## src/rtl/vend_sequencer.sv

```systemverilog
// vend_sequencer: transaction controller for the vending datapath.
// It adds up coin credit, checks a product selection against the slot
// price table, then runs the dispense motor and the change hopper one
// at a time through req/ack handshakes.
//
// Ports:
//   clk, reset        system clock (rising edge), async active-high reset
//   coin[2:0]         coin value inserted this cycle (0 = none)
//   cancel            refund request
//   sel_valid, sel_id product selection strobe and slot
//   motor_ack         motor driver finished a dispense
//   chg_ack           hopper finished one payout
//   balance[3:0]      current credit
//   motor_req, motor_id[1:0]  dispense request and slot
//   chg_req, chg_val[1:0]     payout request and denomination (1 or 2)
//   dispense, coin_reject, sel_reject, fault  single-cycle event pulses
//
// state   | meaning
// COLLECT | accepting coins, cancel and selections
// VEND    | motor_req held, waiting for motor_ack or timeout
// CHANGE  | paying out the remaining balance through the hopper
module vend_sequencer #(
  parameter int PRICE0  = 7,
  parameter int PRICE1  = 5,
  parameter int PRICE2  = 9,
  parameter int PRICE3  = 12,
  parameter int TIMEOUT = 16
) (
  input  logic       clk,
  input  logic       reset,
  input  logic [2:0] coin,
  input  logic       cancel,
  input  logic       sel_valid,
  input  logic [1:0] sel_id,
  input  logic       motor_ack,
  input  logic       chg_ack,
  output logic [3:0] balance,
  output logic       motor_req,
  output logic [1:0] motor_id,
  output logic       chg_req,
  output logic [1:0] chg_val,
  output logic       dispense,
  output logic       coin_reject,
  output logic       sel_reject,
  output logic       fault
);

  localparam int CW = $clog2(TIMEOUT + 1);

  typedef enum logic [1:0] {COLLECT, VEND, CHANGE} state_t;

  state_t      state, state_nx;
  logic [CW-1:0] cnt, cnt_nx;
  logic [3:0]  balance_nx;
  logic        motor_req_nx, chg_req_nx;
  logic [1:0]  motor_id_nx, chg_val_nx;
  logic        dispense_nx, coin_reject_nx, sel_reject_nx, fault_nx;

  logic [4:0]  coin_sum;
  logic [3:0]  vend_rest;
  logic [3:0]  paid_rest;

  function automatic logic [3:0] price_of(input logic [1:0] id);
    case (id)
      2'd0:    return 4'(PRICE0);
      2'd1:    return 4'(PRICE1);
      2'd2:    return 4'(PRICE2);
      default: return 4'(PRICE3);
    endcase
  endfunction

  function automatic logic [1:0] denom(input logic [3:0] b);
    return (b >= 4'd2) ? 2'd2 : 2'd1;
  endfunction

  // 5-bit sum so an overflowing coin is detected before it can wrap
  assign coin_sum  = {1'b0, balance} + {2'b00, coin};
  // a vend is only started when price <= balance, so these cannot underflow
  assign vend_rest = balance - price_of(motor_id);
  assign paid_rest = balance - {2'b00, chg_val};

  always_ff @(posedge clk or posedge reset) begin
    if (reset) begin
      state       <= COLLECT;
      cnt         <= '0;
      balance     <= '0;
      motor_req   <= 1'b0;
      motor_id    <= '0;
      chg_req     <= 1'b0;
      chg_val     <= '0;
      dispense    <= 1'b0;
      coin_reject <= 1'b0;
      sel_reject  <= 1'b0;
      fault       <= 1'b0;
    end else begin
      state       <= state_nx;
      cnt         <= cnt_nx;
      balance     <= balance_nx;
      motor_req   <= motor_req_nx;
      motor_id    <= motor_id_nx;
      chg_req     <= chg_req_nx;
      chg_val     <= chg_val_nx;
      dispense    <= dispense_nx;
      coin_reject <= coin_reject_nx;
      sel_reject  <= sel_reject_nx;
      fault       <= fault_nx;
    end
  end

  always_comb begin
    state_nx       = state;
    cnt_nx         = cnt;
    balance_nx     = balance;
    motor_req_nx   = motor_req;
    motor_id_nx    = motor_id;
    chg_req_nx     = chg_req;
    chg_val_nx     = chg_val;
    dispense_nx    = 1'b0;
    coin_reject_nx = 1'b0;
    sel_reject_nx  = 1'b0;
    fault_nx       = 1'b0;

    case (state)
      COLLECT: begin
        if (cancel && balance != 4'd0) begin
          // refund wins; a coin arriving with it is handed back
          coin_reject_nx = (coin != 3'd0);
          chg_req_nx     = 1'b1;
          chg_val_nx     = denom(balance);
          state_nx       = CHANGE;
        end else begin
          if (coin != 3'd0) begin
            if (coin_sum <= 5'd15) balance_nx = coin_sum[3:0];
            else                   coin_reject_nx = 1'b1;
          end
          // price is compared against the credit before this cycle's coin
          if (sel_valid) begin
            if (price_of(sel_id) <= balance) begin
              motor_id_nx  = sel_id;
              motor_req_nx = 1'b1;
              cnt_nx       = '0;
              state_nx     = VEND;
            end else begin
              sel_reject_nx = 1'b1;
            end
          end
        end
      end

      VEND: begin
        coin_reject_nx = (coin != 3'd0);
        if (motor_ack) begin
          balance_nx   = vend_rest;
          dispense_nx  = 1'b1;
          motor_req_nx = 1'b0;
          cnt_nx       = '0;
          if (vend_rest != 4'd0) begin
            chg_req_nx = 1'b1;
            chg_val_nx = denom(vend_rest);
            state_nx   = CHANGE;
          end else begin
            state_nx   = COLLECT;
          end
        end else if (cnt == CW'(TIMEOUT - 1)) begin
          // give up on the motor and refund the full credit
          motor_req_nx = 1'b0;
          fault_nx     = 1'b1;
          cnt_nx       = '0;
          chg_req_nx   = 1'b1;
          chg_val_nx   = denom(balance);
          state_nx     = CHANGE;
        end else begin
          cnt_nx = cnt + CW'(1);
        end
      end

      CHANGE: begin
        coin_reject_nx = (coin != 3'd0);
        if (chg_req) begin
          if (chg_ack) begin
            balance_nx = paid_rest;
            chg_req_nx = 1'b0;
            if (paid_rest == 4'd0) state_nx = COLLECT;
          end
        end else if (balance == 4'd0) begin
          state_nx = COLLECT;
        end else begin
          // one idle cycle between payouts, then the next denomination
          chg_req_nx = 1'b1;
          chg_val_nx = denom(balance);
        end
      end

      default: state_nx = COLLECT;
    endcase
  end

endmodule

```

## config.mk

```make
export PLATFORM = sky130hd
export DESIGN_NAME = vend_sequencer
export DESIGN_NICKNAME = d
export VERILOG_FILES = /design/src/rtl/vend_sequencer.sv
export SDC_FILE = /design/constraint.sdc
export NUM_CORES = 1
export LEC_CHECK = 0
export ABC_AREA = 1
export BUFFER_PORTS_ARGS = -buffer_cell sky130_fd_sc_hd__buf_2
export CORE_MARGIN = 3
export CORE_UTILIZATION = 51
export DETAILED_ROUTE_END_ITERATION = 6
export PLACE_DENSITY = 0.85
export SLEW_MARGIN = 10
export SYNTH_ARGS = -nofsm -noshare
export SYNTH_HDL_FRONTEND = slang
export SYNTH_SLANG_ARGS = --single-unit
```

## constraint.sdc

```tcl
create_clock -name clk -period 2 [get_ports clk]
set_clock_uncertainty 0.15 [all_clocks]
set_input_delay 0.5 -clock clk [delete_from_list [all_inputs] [get_ports clk]]
set_output_delay 0.5 -clock clk [all_outputs]
set_load 0.03 [all_outputs]
```

======== Word level (Yosys, flattened, before mapping) ========
Index checks and enable logic that the tools add are counted.
operators by class
  $add $sub $neg .......................... 4
  $lt $le $gt $ge ......................... 4
  equality and inequality tests ........... 25
  mux-type cells .......................... 65
  bitwise logic cells ..................... 1
  reductions and logical operators ........ 19
operator list
  operator                                              count
  2-to-1 mux 2 bit                                      18
  2-to-1 mux 4 bit                                      9
  case mux 4 bit (3 select lines)                       3
  2-to-1 mux 5 bit                                      5
  2-to-1 mux 1 bit                                      24
  inequality test 2 bit (second input constant)         11
  inequality test 3 bit (second input constant)         7
  case mux 2 bit (3 select lines)                       2
  AND reduction 4 bit                                   3
  AND reduction 6 bit                                   2
  case mux 5 bit (2 select lines)                       1
  >= comparator 4 x 2 -> 1 bit (second input constant)  2
  logical NOT 4 bit                                     2
  nonzero test 4 bit                                    2
  AND reduction 7 bit                                   1
  == test 2 x 1 -> 1 bit (second input constant)        3
  == test 2 bit (second input constant)                 3
  logical NOT 2 bit                                     3
  nonzero test 3 bit                                    2
  adder 4 x 3 -> 5 bit                                  1
  adder 5 x 1 -> 5 bit (second input constant)          1
  == test 5 x 4 -> 1 bit (second input constant)        1
  <= comparator 5 x 4 -> 1 bit (second input constant)  1
  AND reduction 5 bit                                   1
  9 further kinds                                       10
storage, ports and cells
  flip-flop bits (word level) ............. 21
  input bits .............................. 11
  output and inout port bits .............. 14
  word-level logic and storage cells ...... 129

======== Depth between registers and ports, before layout ========
Gate-level depths: netlist of run 1.
  word-level depth ........................ 10
  mapped depth ............................ 12
  depth with buffers taken out ............ 12

======== Least setup slack after synthesis of run 1 ========
No wires, ideal clock.
  path kind ............................... register to register
  from .................................... reg balance[0]
  to ...................................... reg chg_val[0]
  library setup time ...................... 77 ps
  arrival ................................. 2027 ps
  required time ........................... 1773 ps
  path slack .............................. -254 ps
  cell stages (with the launch flop) ...... 10
  path buffers ............................ 0
  clock period less this slack ............ 2254 ps
  path through ............................ dfrtp_1 > inv_1 > ha_1 > inv_1 > fa_1 > nor3b_1 > nand4_1 > nand3_1 > nand2_1 > o21ai_1
between the ends
  longest elaborated chain between the ends .. 6
  elaborated cells between the ends (all ways) .. 20
  classes of those cells .................. 1 x add/sub; 2 x order compare; 3 x eq/ne; 9 x mux; 5 x reduce/logical
RTL lines
  item                             line  RTL
  start, declared                  37    output logic [3:0] balance,
  start signal, assigned           98    balance <= balance_nx;
  subtractor 4 bit                 79    assign vend_rest = balance - price_of(motor_id);
  >= comparator 4 x 2 -> 1 bit     73    return (b >= 4'd2) ? 2'd2 : 2'd1;
  2-to-1 mux 2 bit                 73
  2-to-1 mux 2 bit                 157   if (vend_rest != 4'd0) begin
  2-to-1 mux 2 bit                 152   if (motor_ack) begin
  case mux 2 bit (3 select lines)  123   case (state)
  end signal, assigned             102   chg_val <= chg_val_nx;
  end, declared                    41    output logic [1:0] chg_val,
Several ways; a longest one is shown, not always the timed one. The select of a mux whose other input is x is not followed.
A chain may end at the register's enable or synchronous reset.

======== Final worst setup path of run 1 ========
  from .................................... reg balance[0]
  to ...................................... reg balance[3]
between the ends
  longest elaborated chain between the ends .. 5
  elaborated cells between the ends (all ways) .. 16
  classes of those cells .................. 3 x add/sub; 1 x order compare; 2 x eq/ne; 7 x mux; 3 x reduce/logical
RTL lines
  item
  branches (longest 5 deep; another with adder 4 x 3 -> 5 bit)
Several ways; the timed one is not identified. The select of a mux whose other input is x is not followed.

==> metrics.md, run 1 <==
| Metric | Value |
|---|---|
| PortBufs | 24 |
| EDFF count, synth | 0 |
| Max FO, Critical Path | 3 |
| Die width | around 63 um |
| H-tree levels | 1 |
| Antenna viol nets, final | 0 |
| Routed WL | 4660 um |
| Share of cells above drive strength 1 | slightly below 40% |
| Layout net count | approximately 310 |
| Fillers | between 200 and 250 |
| Setup ws final | -125 ps |
| Hold Path Class | primary input to async pin |
| Failing checks | negative setup slack |
| Avg Cell Area, Syn | 7.52 um2 |
| Clk sinks | 21 |
| Setup TNS Final | -921 ps |
| Multi-input logic area | about 1200 um2 |
| Final setup vio count | 10 |
| Final Slew Violations | 0 |
| Power after layout | between 4000 and 5000 uW |
| Worst Setup End Kind | register |
| Actual slew at the worst max-slew pin | between 300 and 400 ps |
| Global route overflow | 0 |
| GPL Wtd Cong | around 0.84 |
| #FFs+latches synth | 21 |
| Max IR drop VDD | about 1000 uV |
| # rows | 20 |
| WL/cell | 14.7 um |
| Dpl hpwl | approximately 3100 um |
| Vias in the first global route | 1620 |
| Top cell type by total area after synthesis | dfrtp_1 |
| Most instantiated cells after synthesis | nand2_1, inv_1, dfrtp_1 |
| Worst-Skew Late Latency | 330 ps |
| Most frequent cell after synthesis | nand2_1 |
| Leak | approximately 0.0011 uW |
| Clock buffer depth | 2 |
| Die Y | around 63 um |
| Primary FF master, synth | dfrtp_1 |
| Global-route wire length before repair | slightly above 7000 um |
| Worst Path Arrival | between 2000 and 2500 ps |
| Die area | 4030 um2 |
| Mapped Cells | about 220 |
| Synthesized area | 1690 um2 |
| F_max | 471 MHz |
| Outcome | complete, but fails checks |
| Yosys warnings | 0 |
| CTS tree | built |
| Worst setup SP type | register |
| Max Cap Viol | 0 |
| Pwr dens | a little under 2000 nW/um2 |
| Max-slew headroom | between 70% and 80% |
| Initial antenna violation count | 0 |
| Reg clk slew, reported paths | roughly 140 ps |
| Register area share after synthesis | between 30% and 40% |
| Area share of the largest cell type after synthesis | 31.2% |
| Area occupied by registers | roughly 530 um2 |
| Final min period | between 2000 and 2500 ps |
| Area Overhead vs Synth | 32.9% |
| GR Util All Layers | about 23% |
| Clk root buf | clkbuf_4 |
| Net Count, Synth | about 260 |
| Critical Path RT | about 2100 ps |
| Via count | between 1500 and 2000 |
| RSZ-0062 raised after global routing | true |
| Core region area | between 3000 and 4000 um2 |
| Final hold vios | 0 |
| Netlist cell types | 31 |
| Top area cells in the synthesized netlist | dfrtp_1, ha_1, nand2_1 |
| Initial core utilization | ~54% |
| Crit path kind | register to register |
| I/O pin cnt | 25 |
| Vias/cell | approximately 5.4 |
| # DRC | 0 |
| Post-synth ARST share | 100% |
| Final worst-path cycle share | 106% |
| Pre-Repair DR Iteration Count | 5 |
| Iteration-0 DRC Markers | 105 |
| # diodes | 0 |
| Largest net degree at the start of global routing | 22 |
| TritonCTS buffer count | 3 |
==> cell type report <==
cell class	count	area share [%]
repair buffers	48	13.7
multi-input cells	167	53.0
well taps	44	2.46
flip-flops and latches	21	23.7
clock buffers	3	1.01
inverters	33	5.87
clock inverters	1	0.223
==> final timing paths <==
check	startpoint	end	slack (ps)	depth (start not counted)
setup / recovery	balance[0]	balance[3]	-120	9
hold / removal	reset	chg_val[1]	10	3
setup reg to reg	balance[0]	balance[3]	-120	9
hold reg to reg	motor_req	motor_req	380	2
max in group asynchronous	reset	balance[0]	1450	3
min in group clk	sel_id[0]	motor_id[0]	290	3
==> cell families (layout without fill, tap and decap cells) <==
family                   after synthesis  after routing  synth area share (%)
XOR/XNOR                               5              5                  2.60
flip-flops                            21             21                  31.2
buffers and inverters                 36             85                  8.24
adder cells (fa/ha/maj)               20             20                  16.2
AND/OR/NAND/NOR                      104            104                  29.0
AO/OA/AOI/OAI                         38             38                  12.8
==> state kept, by name, summed over array words and instances (netlist names) <==
signal / count
balance: 4
cnt: 5
coin_reject: 1
sel_reject: 1
chg_val: 2
motor_id: 2
motor_req: 1
fault: 1
dispense: 1
chg_req: 1
state: 2
==> power breakdown <==
group          switching, uW  internal [uW]  total [uW]  leakage [uW]
combinational           1950           1380        3330      0.000872
clock                    154           75.3         229     0.0000177
sequential               189            604         793      0.000257
==> per-stage QoR <==
stage | cell area, um2 | setup slack, ps | instances | hold slack (ps) | utilization, %
3_5_place_dp | 2010 | -164 | 307 | 343 | 64.9
3_3_place_gp | 2010 | -130 | 307 | 330 | 64.9
6_report | 2240 | -125 | 317 | 12.7 | 72.2
2_1_floorplan | 1720 | -37.2 | 224 | 326 | -
4_1_cts | 2090 | -51.6 | 312 | 34.8 | 67.2
5_1_grt | 2240 | -224 | 317 | 51.9 | 72.2
==> cells in the final DEF (no fill, tap or decap), types with 3 or more instances in the layout <==
master	count
o21ai_1	9
a21oi_1	10
inv_4	3
nor3_1	3
clkbuf_4	3
buf_2	24
nand2_2	5
o21ai_0	4
ha_1	13
nor2_1	17
a21oi_2	5
dfrtp_1	16
buf_4	22
nor2_2	3
inv_1	28
dfrtp_2	5
nand3_1	10
nand2_4	3
nand2_1	46
ha_4	3
fa_2	3
nand3_2	8
==> critical path: stages (launching register included) <==
cell	delay, ps
dfrtp_2	480
buf_6	140
ha_4	160
fa_2	370
a21oi_2	140
nor2_2	60
a21oi_2	140
nand3_2	150
nor2_2	160
a21boi_2	80
==> routing by layer <==
metal	global-route usage, %	part of all wire (%)
met3	1.96	5.3
met2	37.8	49
met1	29.6	41
met5	0	0
met4	11.1	4.2
==> timing repair <==
action / CTS / global route
hold buffers: 0 / 0
setup buffers: 1 / 5
pin swaps: 11 / 14
resized for setup: 9 / 34
endpoints found under the setup margin: 7 / 18
Power figures use the tool's default switching activity.
==> inputs of run 2 (changes only) <==
--- a/config.mk
+++ b/config.mk
@@ -11,7 +11,9 @@
 export CORE_UTILIZATION = 51
 export DETAILED_ROUTE_END_ITERATION = 6
 export PLACE_DENSITY = 0.85
+export SETUP_SLACK_MARGIN = 0.1
 export SLEW_MARGIN = 10
 export SYNTH_ARGS = -nofsm -noshare
 export SYNTH_HDL_FRONTEND = slang
 export SYNTH_SLANG_ARGS = --single-unit
+export TNS_END_PERCENT = 50
==> metrics.md, run 2 (same netlist as run 1, synthesis figures left out) <==
| Metric | Value |
|---|---|
| Worst Path Arrival | 2160 ps (was 2210 ps) |
| Max IR drop VDD | 1000 uV (about the same) |
| Outcome | complete, but fails checks (unchanged) |
| CP top delay family | simple AND/OR/NAND/NOR gates (was adder cells) |
| Met1 wire length | 1800 um (was 1920 um) |
| Reg clk slew, reported paths | 120 ps (was 140 ps) |
| Pwr dens | 1920 nW/um2 (was 1940 nW/um2) |
| Final setup vio count | 8 (was 10) |
| Top flop regs | cnt x5, balance x4 (unchanged) |
| Initial antenna violation count | 0 (unchanged) |
| Met2 WL | 2290 um (was 2300 um) |
| Max-slew headroom | 80.1% (was 79.7%) |
| Vias in the first global route | 1667 (was 1620) |
| Failing checks | negative setup slack (unchanged) |
| GR Util All Layers | 22.9% (was 22.8%) |
| Placed insts | 306 (was 307) |
| H-tree levels | 1 (unchanged) |
| Reg with most FFs | cnt (unchanged) |
| Global-route wire length before repair | 7510 um (was 7260 um) |
| TritonCTS buffer count | 3 (unchanged) |
| Iteration-0 DRC Markers | 117 (was 105) |
| I/O pin cnt | 25 (unchanged) |
| Antenna viol nets, final | 0 (unchanged) |
| Initial core utilization | 54.3% (unchanged) |
| Share of cells above drive strength 1 | 41.0% (was 38.5%) |
| Post-DP Area | 2060 um2 (was 2010 um2) |
| Switching share of power | 52.5% (was 52.6%) |
| WL met3 | 287 um (was 245 um) |
| Worst Path Buf+Inv | 2 (was 1) |
| Worst Setup End Kind | register (unchanged) |
| CP max stage delay | 480 ps (about the same) |
| Routed WL | 4460 um (was 4660 um) |
| Final min period | 2110 ps (was 2120 ps) |
| Clk root buf | clkbuf_4 (unchanged) |
| F_max | 475 MHz (was 471 MHz) |
| Worst-Skew Late Latency | 310 ps (was 330 ps) |
| Stages on worst setup path | 11 (was 9) |
| Part of the power in registers | 18.9% (was 18.2%) |
| Final Slew Violations | 0 (unchanged) |
| Most common cell after layout, fill and taps aside | nand2_1 (unchanged) |
| WL/cell | 14.1 um (was 14.7 um) |
| Core region area | 3100 um2 (unchanged) |
| Pre-Repair DR Iteration Count | 4 (was 5) |
| Reg2Reg Depth | 11 (was 9) |
| Dpl hpwl | 3270 um (was 3130 um) |
| RSZ-0062 raised after global routing | true (unchanged) |
| Clock power share | 4.8% (was 5.3%) |
| Actual slew at the worst max-slew pin | 297 ps (was 305 ps) |
| # DRC | 0 (unchanged) |
| Max Cap Viol | 0 (unchanged) |
| Max FO, Critical Path | 3 (unchanged) |
| Crit path kind | register to register (unchanged) |
| Critical Path RT | 2060 ps (was 2090 ps) |
| Global route overflow | 0 (unchanged) |
| Die area | 4030 um2 (unchanged) |
| # rows | 20 (unchanged) |
| Finished Layout Cells | 315 (was 317) |
| Die Y | 63.5 um (unchanged) |
| Internal Power | 2050 uW (was 2060 uW) |
| Leak | 0.00114 uW (was 0.00115 uW) |
| Die width | 63.5 um (unchanged) |
| Final hold vios | 0 (unchanged) |
| Uppermost layer routed | met4 (unchanged) |
| Post-route cell area | 2250 um2 (was 2240 um2) |
| # hold bufs at CTS | 0 (unchanged) |
| CTS tree | built (unchanged) |
| Final worst-path cycle share | 105% (was 106%) |
| Sw power | 2270 uW (was 2290 uW) |
| PortBufs | 24 (unchanged) |
| Crit path cell chain | inv_4, ha_4, inv_2, fa_2, xnor2_2, nor3_2, nand2_1, nand3_2, nand3_2, nand2_1, nand2_1 (was buf_6, ha_4, fa_2, a21oi_2, nor2_2, a21oi_2, nand3_2, nor2_2, a21boi_2) |
| Via count | 1714 (was 1720) |
| Gate power share | 76.3% (was 76.5%) |
| Fillers | 235 (was 241) |
| Area Overhead vs Synth | 33.6% (was 32.9%) |
| Largest net degree at the start of global routing | 22 (unchanged) |
| Clock buffer depth | 2 (unchanged) |
| Crit-path slowest cell | dfrtp_2 (unchanged) |
| Vias/cell | 5.44 (was 5.43) |
| Worst setup SP type | register (unchanged) |
| Max reg flops | 5 (unchanged) |
| Clk sinks | 21 (unchanged) |
| Layout net count | 303 (was 305) |
| Hold Path Class | primary input to async pin (unchanged) |
| Setup ws final | -106 ps (was -125 ps) |
| Crit path top cell by count | nand2_1 |
| # diodes | 0 (unchanged) |
| GPL Wtd Cong | 0.902 (was 0.838) |
| Commonest non-fill, non-tap cells in the layout | nand2_1, inv_1, buf_2 (unchanged) |
==> run 2: changes by cell type in the layout (fill, tap and decap cells not counted), sizes merged <==
cell,change
clkbuf,+1
clkinv,-1
buf,-2
==> run 2: worst reg2reg max path, cell delays in order, from the launching register on <==
cell,delay [ps]
dfrtp_2,480
inv_4,100
ha_4,130
inv_2,40
fa_2,370
xnor2_2,180
nor3_2,160
nand2_1,100
nand3_2,90
nand3_2,70
nand2_1,80
nand2_1,60
==> run 2: worst paths after layout <==
check                           startpoint          to  slack [ps]
worst max register to register  balance[0]    state[1]        -110
worst min register to register   motor_req   motor_req         360
min in group clk                 motor_ack    dispense         320
max in group asynchronous            reset  balance[0]        1420
worst max-delay path            balance[0]    state[1]        -110
worst min-delay path                 reset   motor_req          40
==> run 2: cell type report <==
cell class	instances	area, um2	area share, %
well taps	44	55.1	2.45
multi-input cells	167	1210	53.8
repair buffers	46	298	13.2
clock buffers	4	26.3	1.17
inverters	33	129	5.73
flip-flops and latches	21	533	23.7
==> run 2: what timing repair did <==
action	4_1_cts	5_1_grt
pin swaps	20	15
setup endpoints to repair	15	18
setup buffers	2	3
resized for setup	16	20
==> run 2: metal layers <==
metal  up-vias  global-route usage (%)
met5         -                       0
met4         0                    6.47
met3        12                    3.21
met2        70                    40.2
met1       803                    29.1
li1        829                       -
==> run 2: power by group through the flow <==
stage / logic, uW / clock network [uW] / registers [uW]
floorplan: 1740 / 0 / 1010
global placement: 2690 / 0 / 797
detailed placement: 2770 / 0 / 806
CTS: 2920 / 207 / 808
global route: 3600 / 233 / 842
finish: 3290 / 207 / 814
==> run 2: through the flow <==
| step | setup WS, ps | setup TNS, ps | hold WS (ps) | utilization, % | power [uW] |
|---|---|---|---|---|---|
| after floorplan | -17.2 | -32.1 | 326 | - | 2750 |
| after global placement | -134 | -602 | 333 | 66.3 | 3480 |
| after detailed placement | -219 | -1310 | 336 | 66.3 | 3580 |
| after CTS | -32.6 | -118 | 48.2 | 69.6 | 3940 |
| after global routing | -202 | -1310 | 61.4 | 72.5 | 4670 |
| final | -106 | -478 | 42.9 | 72.5 | 4310 |
